File: src/rtl/i2s_fifo_tx_if.sv
// Read-side bundle of the left/right gain-stage output FIFOs (first-word fall-through).
// The FIFO pair is the master; the I2S transmitter consumes through the slave modport.
interface i2s_fifo_tx_if #(
    parameter int DATA_WIDTH = 32
);
    logic                  left_empty;
    logic [DATA_WIDTH-1:0] left_dout;
    logic                  left_rd_en;
    logic                  right_empty;
    logic [DATA_WIDTH-1:0] right_dout;
    logic                  right_rd_en;

    modport master (
        output left_empty, left_dout, right_empty, right_dout,
        input  left_rd_en, right_rd_en
    );

    modport slave (
        input  left_empty, left_dout, right_empty, right_dout,
        output left_rd_en, right_rd_en
    );
endinterface

File: src/rtl/i2s_fifo_tx.sv
// I2S transmitter: pops L/R sample pairs from two FIFOs, saturates them to SAMPLE_BITS,
// and serializes standard I2S frames with a one-pair prefetch and underflow counting.
module i2s_fifo_tx #(
    parameter int DATA_WIDTH  = 32,
    parameter int SAMPLE_BITS = 16,
    parameter int CLK_DIV     = 8,
    parameter int CNT_WIDTH   = 16
) (
    input  logic                 clock,
    input  logic                 reset,
    i2s_fifo_tx_if.slave         fifo,
    output logic                 i2s_bclk,
    output logic                 i2s_lrclk,
    output logic                 i2s_sdata,
    output logic [CNT_WIDTH-1:0] underflow_count
);
    localparam int FRAME_BITS = 2 * SAMPLE_BITS;
    localparam int DIV_W      = (CLK_DIV > 1) ? $clog2(CLK_DIV) : 1;
    localparam int K_W        = $clog2(FRAME_BITS);

    localparam logic [DIV_W-1:0] DIV_LAST = DIV_W'(CLK_DIV - 1);
    localparam logic [K_W-1:0]   K_LAST   = K_W'(FRAME_BITS - 1);
    localparam logic [K_W-1:0]   LR_FIRST = K_W'(SAMPLE_BITS - 1);
    localparam logic [K_W-1:0]   LR_LAST  = K_W'(FRAME_BITS - 2);

    typedef enum logic [0:0] {
        ST_IDLE = 1'b0,
        ST_RUN  = 1'b1
    } state_t;

    // In range exactly when every bit from the sample sign bit upward agrees.
    function automatic logic [SAMPLE_BITS-1:0] saturate(input logic [DATA_WIDTH-1:0] w);
        logic [DATA_WIDTH-SAMPLE_BITS:0] head;
        head = w[DATA_WIDTH-1:SAMPLE_BITS-1];
        if ((&head) || !(|head)) begin
            saturate = w[SAMPLE_BITS-1:0];
        end else if (w[DATA_WIDTH-1]) begin
            saturate = {1'b1, {(SAMPLE_BITS-1){1'b0}}};
        end else begin
            saturate = {1'b0, {(SAMPLE_BITS-1){1'b1}}};
        end
    endfunction

    state_t                 state_q;
    logic                   hold_valid_q;
    logic [SAMPLE_BITS-1:0] hold_l_q;
    logic [SAMPLE_BITS-1:0] hold_r_q;
    logic [FRAME_BITS-1:0]  shift_q;
    logic [DIV_W-1:0]       div_q;
    logic [K_W-1:0]         k_q;
    logic                   bclk_q;
    logic                   lrclk_q;
    logic                   rd_en_q;
    logic [CNT_WIDTH-1:0]   uf_cnt_q;

    logic                   pop_d;
    logic [K_W-1:0]         k_next_s;
    logic                   lr_next_s;

    // Pop decision: one pair at a time, only into an empty holding register, never while a pop is in flight.
    always_comb begin
        pop_d     = 1'b0;
        k_next_s  = k_q + K_W'(1);
        lr_next_s = 1'b0;
        if (!hold_valid_q && !rd_en_q && !fifo.left_empty && !fifo.right_empty) begin
            pop_d = 1'b1;
        end else begin
            pop_d = 1'b0;
        end
        if ((k_next_s >= LR_FIRST) && (k_next_s <= LR_LAST)) begin
            lr_next_s = 1'b1;
        end else begin
            lr_next_s = 1'b0;
        end
    end

    // Transmitter FSM, bit-clock divider, frame shifter, holding register and underflow counter.
    always_ff @(posedge clock or negedge reset) begin
        if (!reset) begin
            state_q      <= ST_IDLE;
            hold_valid_q <= 1'b0;
            hold_l_q     <= '0;
            hold_r_q     <= '0;
            shift_q      <= '0;
            div_q        <= '0;
            k_q          <= '0;
            bclk_q       <= 1'b0;
            lrclk_q      <= 1'b0;
            rd_en_q      <= 1'b0;
            uf_cnt_q     <= '0;
        end else begin
            rd_en_q <= pop_d;
            case (state_q)
                ST_IDLE: begin
                    if (hold_valid_q) begin
                        state_q      <= ST_RUN;
                        shift_q      <= {hold_l_q, hold_r_q};
                        hold_valid_q <= 1'b0;
                        div_q        <= '0;
                        k_q          <= '0;
                        bclk_q       <= 1'b0;
                        lrclk_q      <= 1'b0;
                    end
                end
                ST_RUN: begin
                    if (div_q == DIV_LAST) begin
                        div_q  <= '0;
                        bclk_q <= ~bclk_q;
                        // Data and word select only move on the falling toggle.
                        if (bclk_q) begin
                            if (k_q == K_LAST) begin
                                k_q     <= '0;
                                lrclk_q <= 1'b0;
                                if (hold_valid_q) begin
                                    shift_q      <= {hold_l_q, hold_r_q};
                                    hold_valid_q <= 1'b0;
                                end else begin
                                    shift_q <= '0;
                                    if (uf_cnt_q != {CNT_WIDTH{1'b1}}) begin
                                        uf_cnt_q <= uf_cnt_q + CNT_WIDTH'(1);
                                    end
                                end
                            end else begin
                                k_q     <= k_next_s;
                                shift_q <= {shift_q[FRAME_BITS-2:0], 1'b0};
                                lrclk_q <= lr_next_s;
                            end
                        end
                    end else begin
                        div_q <= div_q + DIV_W'(1);
                    end
                end
                default: begin
                    state_q <= ST_IDLE;
                end
            endcase
            // A pop only happens while the holding register is empty, so this never collides with a load above.
            if (rd_en_q) begin
                hold_l_q     <= saturate(fifo.left_dout);
                hold_r_q     <= saturate(fifo.right_dout);
                hold_valid_q <= 1'b1;
            end
        end
    end

    assign fifo.left_rd_en  = rd_en_q;
    assign fifo.right_rd_en = rd_en_q;
    assign i2s_bclk         = bclk_q;
    assign i2s_lrclk        = lrclk_q;
    assign i2s_sdata        = shift_q[FRAME_BITS-1];
    assign underflow_count  = uf_cnt_q;
endmodule

File: src/flat_wrapper.sv
// flat-port wrapper written by rule: the top's interface ports become plain ports
module i2s_fifo_tx_flat 
#(
    parameter int DATA_WIDTH  = 32,
    parameter int SAMPLE_BITS = 16,
    parameter int CLK_DIV     = 8,
    parameter int CNT_WIDTH   = 16
)
  (clock, reset, i2s_bclk, i2s_lrclk, i2s_sdata, underflow_count, fifo_left_empty, fifo_left_dout, fifo_right_empty, fifo_right_dout, fifo_left_rd_en, fifo_right_rd_en);
  i2s_fifo_tx_if #(.DATA_WIDTH(DATA_WIDTH)) fifo_i ();
  input  logic clock;
  input  logic reset;
  output logic i2s_bclk;
  output logic i2s_lrclk;
  output logic i2s_sdata;
  output logic [CNT_WIDTH-1:0] underflow_count;
  input wire logic [$bits(fifo_i.left_empty)-1:0] fifo_left_empty;
  input wire logic [$bits(fifo_i.left_dout)-1:0] fifo_left_dout;
  input wire logic [$bits(fifo_i.right_empty)-1:0] fifo_right_empty;
  input wire logic [$bits(fifo_i.right_dout)-1:0] fifo_right_dout;
  output wire logic [$bits(fifo_i.left_rd_en)-1:0] fifo_left_rd_en;
  output wire logic [$bits(fifo_i.right_rd_en)-1:0] fifo_right_rd_en;
  assign fifo_i.left_empty = fifo_left_empty;
  assign fifo_i.left_dout = fifo_left_dout;
  assign fifo_i.right_empty = fifo_right_empty;
  assign fifo_i.right_dout = fifo_right_dout;
  assign fifo_left_rd_en = fifo_i.left_rd_en;
  assign fifo_right_rd_en = fifo_i.right_rd_en;
  i2s_fifo_tx #(.DATA_WIDTH(DATA_WIDTH), .SAMPLE_BITS(SAMPLE_BITS), .CLK_DIV(CLK_DIV), .CNT_WIDTH(CNT_WIDTH)) u_core (.clock(clock), .reset(reset), .fifo(fifo_i), .i2s_bclk(i2s_bclk), .i2s_lrclk(i2s_lrclk), .i2s_sdata(i2s_sdata), .underflow_count(underflow_count));
endmodule
File: config.mk
export PLATFORM = sky130hd
export DESIGN_NAME = i2s_fifo_tx_flat
export DESIGN_NICKNAME = d
export VERILOG_FILES = /design/src/rtl/i2s_fifo_tx_if.sv /design/src/rtl/i2s_fifo_tx.sv /design/src/flat_wrapper.sv
export SDC_FILE = /design/constraint.sdc
export NUM_CORES = 1
export LEC_CHECK = 0
export ABC_AREA = 1
export CORE_AREA = 10 10 179 97
export DETAILED_ROUTE_END_ITERATION = 10
export DIE_AREA = 0 0 189 107
export GPL_TIMING_DRIVEN = 0
export PLACE_DENSITY = 0.7
export SLEW_MARGIN = 10
export SYNTH_ARGS = -nofsm -noshare
export SYNTH_HDL_FRONTEND = slang
export SYNTH_SLANG_ARGS = --single-unit
File: constraint.sdc
create_clock -name clock -period 1.7 [get_ports clock]
set_input_delay 0.34 -clock clock [delete_from_list [all_inputs] [get_ports clock]]
set_output_delay 0.34 -clock clock [all_outputs]
set_load 0.05 [all_outputs]
======== Word level (Yosys, flattened, before mapping) ========
Index checks and enable logic that the tools add are counted.
cells by class
  add/sub/neg operators ................... 3
  $lt $le $gt $ge ......................... 2
  equal/unequal tests ..................... 9
  muxes and demuxes ....................... 34
  bitwise gates (word level) .............. 3
  reduce and logical (&&, ||, !) cells .... 20
operators with widths
  kind                                                    count
  two-way mux 32 bit                                      5
  two-way mux 16 bit                                      4
  case mux 32 bit (2 select lines)                        1
  AND reduction 17 bit                                    2
  OR reduction 17 bit                                     2
  two-way mux 5 bit                                       4
  adder 16 x 1 -> 16 bit (second input constant)          1
  != test 16 bit (second input constant)                  1
  two-way mux 1 bit                                       13
  case mux 5 bit (2 select lines)                         1
  != test 3 bit (second input constant)                   3
  zero test 1 bit                                         6
  two-way mux 3 bit                                       2
  case mux 1 bit (2 select lines)                         3
  case mux 3 bit (2 select lines)                         1
  AND reduction 3 bit                                     2
  AND reduction 6 bit                                     1
  adder 5 x 1 -> 5 bit (second input constant)            1
  equality test 5 bit (second input constant)             1
  >= comparator 5 x 4 -> 1 bit (second input constant)    1
  less-or-equal comparator 5 bit (second input constant)  1
  logical AND 1 bit                                       4
  != test 2 bit (second input constant)                   2
  adder 3 x 1 -> 3 bit (second input constant)            1
  5 further kinds                                         8
word-level totals
  register bits after elaboration ......... 93
  output and inout port bits .............. 21

======== Longest topological paths before layout ========
  word-level depth ........................ 8
  depth in mapped cells ................... 11
  mapped depth without buffers ............ 11

======== Worst setup path before layout ========
OpenSTA, ideal clock, no wires.
  path kind ............................... reg-to-reg
  start ................................... reg u_core.uf_cnt_q[0], in the netlist u_core.underflow_count[0]
  end ..................................... reg u_core.uf_cnt_q[11], in the netlist u_core.underflow_count[11]
  library setup time ...................... 0.066 ns
  arrival time ............................ 1.788 ns
  data required time ...................... 1.634 ns
  slack ................................... -0.154 ns
  cell stages (with the launch flop) ...... 11
  path buffers ............................ 1
  cells stage by stage .................... dfrtp_1 > ha_1 > inv_1 > nor2_4 > nand2_2 > nor2_4 > nand2_2 > nand2_4 > buf_6 > nand2_1 > nand2_1
between the ends
  word-level cells in the longest chain between the ends .. 2
  elaborated cells on any way between the ends .. 3
  classes of those cells .................. add/sub: 1; eq/ne: 1; reduce/logical: 1
RTL lines
  item                                                            RTL line            source
  start, declared                                                 i2s_fifo_tx.sv:54   logic [CNT_WIDTH-1:0] uf_cnt_q;
  start signal, assigned                                          i2s_fifo_tx.sv:120  uf_cnt_q <= uf_cnt_q + CNT_WIDTH'(1);
  branches (longest 2 deep; another with adder 16 x 1 -> 16 bit)  -
Several ways; the timed one is not identified.
A chain may end at the register's enable or synchronous reset.

======== Final worst setup path ========
  start ................................... reg u_core.k_q[1]
  end ..................................... reg u_core.uf_cnt_q[0], in the netlist u_core.underflow_count[0]
between the ends
  word-level cells in the longest chain between the ends .. 2
RTL lines
  item                           RTL line            source
  start, declared                i2s_fifo_tx.sv:50   logic [K_W-1:0] k_q;
  start signal, assigned         i2s_fifo_tx.sv:124  k_q <= k_next_s;
  equality test 5 bit            i2s_fifo_tx.sv:111  if (k_q == K_LAST) begin
  AND reduction 6 bit (no line)  -
Every way passes these cells.

==> results.sh <==
export IMPL_synth_top_cells_by_area="sky130_fd_sc_hd__dfrtp_1, sky130_fd_sc_hd__nand2_1, sky130_fd_sc_hd__nand3_1, sky130_fd_sc_hd__inv_1, sky130_fd_sc_hd__nor2_1"
export IMPL_worst_hold_path_type="input port to asynchronous set/reset pin"
export IMPL_detail_route_iter0_violations=389
export IMPL_adder_cell_fraction_of_synth_area=0.01778
export IMPL_globalRouteTotalUtil=0.1286
export IMPL_die_ar_mm2=0.02022
export IMPL_report_final_hold_viol_count=0
export IMPL_layout_nets=864
export IMPL_synth_mux_area_fraction=0
export IMPL_post_dp_cell_area_mm2=0.006092
export IMPL_vdd_ir_drop_worst_uv=582.0
export IMPL_i_o_pins=89
export IMPL_min_period_ns=1.770
export IMPL_synthesis_nets=735
export IMPL_combinational_family_with_the_most_area_after_synthesis="simple AND/OR/NAND/NOR gates"
export IMPL_critical_path_required_ns=1.98
export IMPL_post_drt_wl_per_cell_um=13.66
export IMPL_drt_pass1_iter_count=6
export IMPL_first_global_vias=4563
export IMPL_post_synth_top_area_cell="sky130_fd_sc_hd__dfrtp_1"
export IMPL_delay_contributed_by_the_slowest_stage_of_the_critical_path_ns=0.39
export IMPL_crit_chain="ha_4 > nand2_4 > nor2_4 > ha_4 > nand3_4 > nor3_4 > inv_2 > a21oi_4 > buf_6 > nand2_2 > nand2_1"
export IMPL_drive_gt1_frac=0.1801
export IMPL_synth_largest_type_area_fraction=0.4726
export IMPL_antenna_cells_inserted=0
export IMPL_flip_flop_and_latch_count_after_synthesis=93
export IMPL_yosys_area_share_simple=0.3796
export IMPL_clock_latency_ns=0.34
export IMPL_cts_sink_count=93
export IMPL_commonest_cells_in_the_netlist="sky130_fd_sc_hd__nand2_1, sky130_fd_sc_hd__nand3_1, sky130_fd_sc_hd__dfrtp_1"
export IMPL_dp_cells=947
export IMPL_setup_viol_count_final=41
export IMPL_tns_ns=-1.071
export IMPL_synth_lib_cells_used_distinct=33
export IMPL_place_hpwl_mm=9.388
export IMPL_drt_wl_total_mm=13.55
export IMPL_min_period_over_period=1.041
export IMPL_worst_clk_skew_ns=0.009629
export IMPL_root_driver="sky130_fd_sc_hd__clkbuf_16"
export IMPL_grt_setup_unrepaired="yes"
export IMPL_detail_route_drc_violations=0
export IMPL_postLayoutSetupSlackWorst_ns=-0.07021
export IMPL_synthesis_area_per_instance_um2=7.462
export IMPL_holdBufCountCts=0
export IMPL_crit_path_frequent_cell="sky130_fd_sc_hd__ha_4"
export IMPL_synth_edff_count=0
export IMPL_synth_warnings=0
export IMPL_core_area_mm2=0.01423
export IMPL_initial_antenna_violation_count=0
export IMPL_p_leak_nw=3.420
export IMPL_die_y_um=107
export IMPL_ys_seq_area_frac=0.4726
export IMPL_portBuffers=88
export IMPL_die_w_um=189
export IMPL_ant_nets=0
export IMPL_globalplace_congestion=0.8278
export IMPL_start_util=0.3460
export IMPL_worst_slew_pin_slew_ns=0.5833
export IMPL_most_common_cell_in_the_netlist="sky130_fd_sc_hd__nand2_1"
export IMPL_synth_compound_gate_area_share=0.03150
export IMPL_fillCellCount=1350
export IMPL_max_transition_margin=0.6112
export IMPL_count_of_maximum_capacitance_violations=0
export IMPL_cts_buffers_inserted=9
export IMPL_first_pass_grt_wire_length_mm=21.76
export IMPL_synth_xor_area_share=0.01778
export IMPL_critical_path_startpoint_type="register"
export IMPL_area_delta_synth_final_pct=41.82
export IMPL_postSynth_topFlopCell="sky130_fd_sc_hd__dfrtp_1"
export IMPL_post_route_cell_area_mm2=0.006984
export IMPL_routed_via_density=4.714
export IMPL_syn_cell_area_mm2=0.004925
export IMPL_status="complete, but fails checks"
export IMPL_overflow=0
export IMPL_hold_slack_ns=0.0009758
export IMPL_cts_clk_slew_worst_paths_ns=0.07
export IMPL_final_max_slew_violation_count=0
export IMPL_critical_path_slowest_cell="sky130_fd_sc_hd__dfrtp_1"
export IMPL_route_vias_total=4676
export IMPL_endpoint_kind="register"
export IMPL_worst_setup_path_type="register to register"
export IMPL_postSynthCellCount=660
export IMPL_ctsLongestPathBuffers=2
export IMPL_instances_no_fill=992
export IMPL_htree_levels=3
export IMPL_failed_checks="negative setup slack"
export IMPL_p_per_area_mw_per_mm2=1170
export IMPL_cts_tree="yes"
export IMPL_fmax_mhz=564.9
export IMPL_synth_async_sr_flop_share=1.000
export IMPL_cp_max_fo=5
export IMPL_critPathArrivalTime_ns=2.05
export IMPL_grt_max_degree=52
export IMPL_fp_row_count=31
[layer usage]
metal	routed length (um)	vias to the layer above	share of wire	global-route usage
met1	6078	2206	0.45	0.1622
met5	0	-	0	0
met3	739	8	0.055	0.03558
met2	6626	108	0.49	0.2119
li1	-	2354	-	-
met4	105	0	0.0077	0.03773
[critical path: cells and delay by family, from the launching register on]
kind / cells / cell delay, ns
AND/OR/NAND/NOR: 6 / 0.52
flip-flops: 1 / 0.39
adder cells (fa/ha/maj): 2 / 0.33
buffers and inverters: 2 / 0.25
AO/OA/AOI/OAI: 1 / 0.22
[through the flow]
step	worst slack, ns	util	total power [mW]
3_5_place_dp	-0.5423	0.4280	5.733
5_1_grt	-0.1723	0.4906	8.752
6_report	-0.07021	0.4906	8.170
4_1_cts	-0.1506	0.4693	7.884
3_3_place_gp	-3.638	0.4262	5.630
2_1_floorplan	-0.04825	-	5.000
[cell type report]
type	instances	area (um2)	area share
Buffer	30	276.5	0.03959
Clock buffer	11	242.7	0.03475
Clock inverter	5	57.56	0.008241
Inverter	60	231.5	0.03314
Multi-Input combinational cell	478	2420	0.3465
Sequential cell	93	2335	0.3343
Tap cell	198	247.7	0.03547
Timing Repair Buffer	117	1174	0.1680
[final timing paths]
check	start	to	slack (ns)	cells after the start
setup / recovery	u_core.k_q[1]	u_core.underflow_count[0]	-0.07	11
hold / removal	reset	u_core.hold_l_q[5]	0.001	1
setup reg to reg	u_core.k_q[1]	u_core.underflow_count[0]	-0.07	11
hold reg to reg	u_core.hold_r_q[15]	u_core.hold_r_q[15]	0.49	2
max in group asynchronous	reset	u_core.underflow_count[0]	1.03	2
min in group clock	u_core.hold_r_q[15]	u_core.hold_r_q[15]	0.49	2
[cells by family (layout without fill, tap and decap cells)]
| kind of cell | count (synthesis) | after routing |
|---|---|---|
| and+or+nand+nor | 435 | 436 |
| DFF | 93 | 93 |
| buffers and inverters | 90 | 223 |
| AOI/OAI and AO/OA | 25 | 25 |
| xor gates and xnor gates | 10 | 10 |
| adders and majority gates | 7 | 7 |
[where the power goes]
part | internal, mW | leakage, nW | switching, mW
sequential | 3.01 | 1.17 | 0.514
combinational | 1.20 | 2.10 | 1.40
clock | 1.18 | 0.150 | 0.858
[timing repair]
action	CTS	global route
gates cloned	5	3
endpoints found under the setup margin	107	89
pin swaps	15	30
gates resized for setup	81	72
buffers inserted	11	14
[cell usage in the layout (no fill, tap or decap), drive strengths merged, types with 4 or more instances in the layout]
cell type	n
a21oi	4
buf	49
clkbuf	29
clkdlybuf4s50	66
clkinv	4
dfrtp	93
dlygate4sd2	11
ha	7
inv	60
nand2	248
nand3	126
nor2	54
nor3	4
o21ai	13
xnor2	7
[state kept, by name, summed over array words and instances (netlist names)]
register / cells
u_core.k_q: 5
u_core.div_q: 3
u_core.shift_q: 32
u_core.i2s_lrclk: 1
u_core.fifo.left_rd_en: 1
u_core.hold_l_q: 16
u_core.hold_r_q: 16
u_core.state_q: 1
u_core.hold_valid_q: 1
u_core.underflow_count: 16
u_core.i2s_bclk: 1
(Power assumes the default switching activity.)
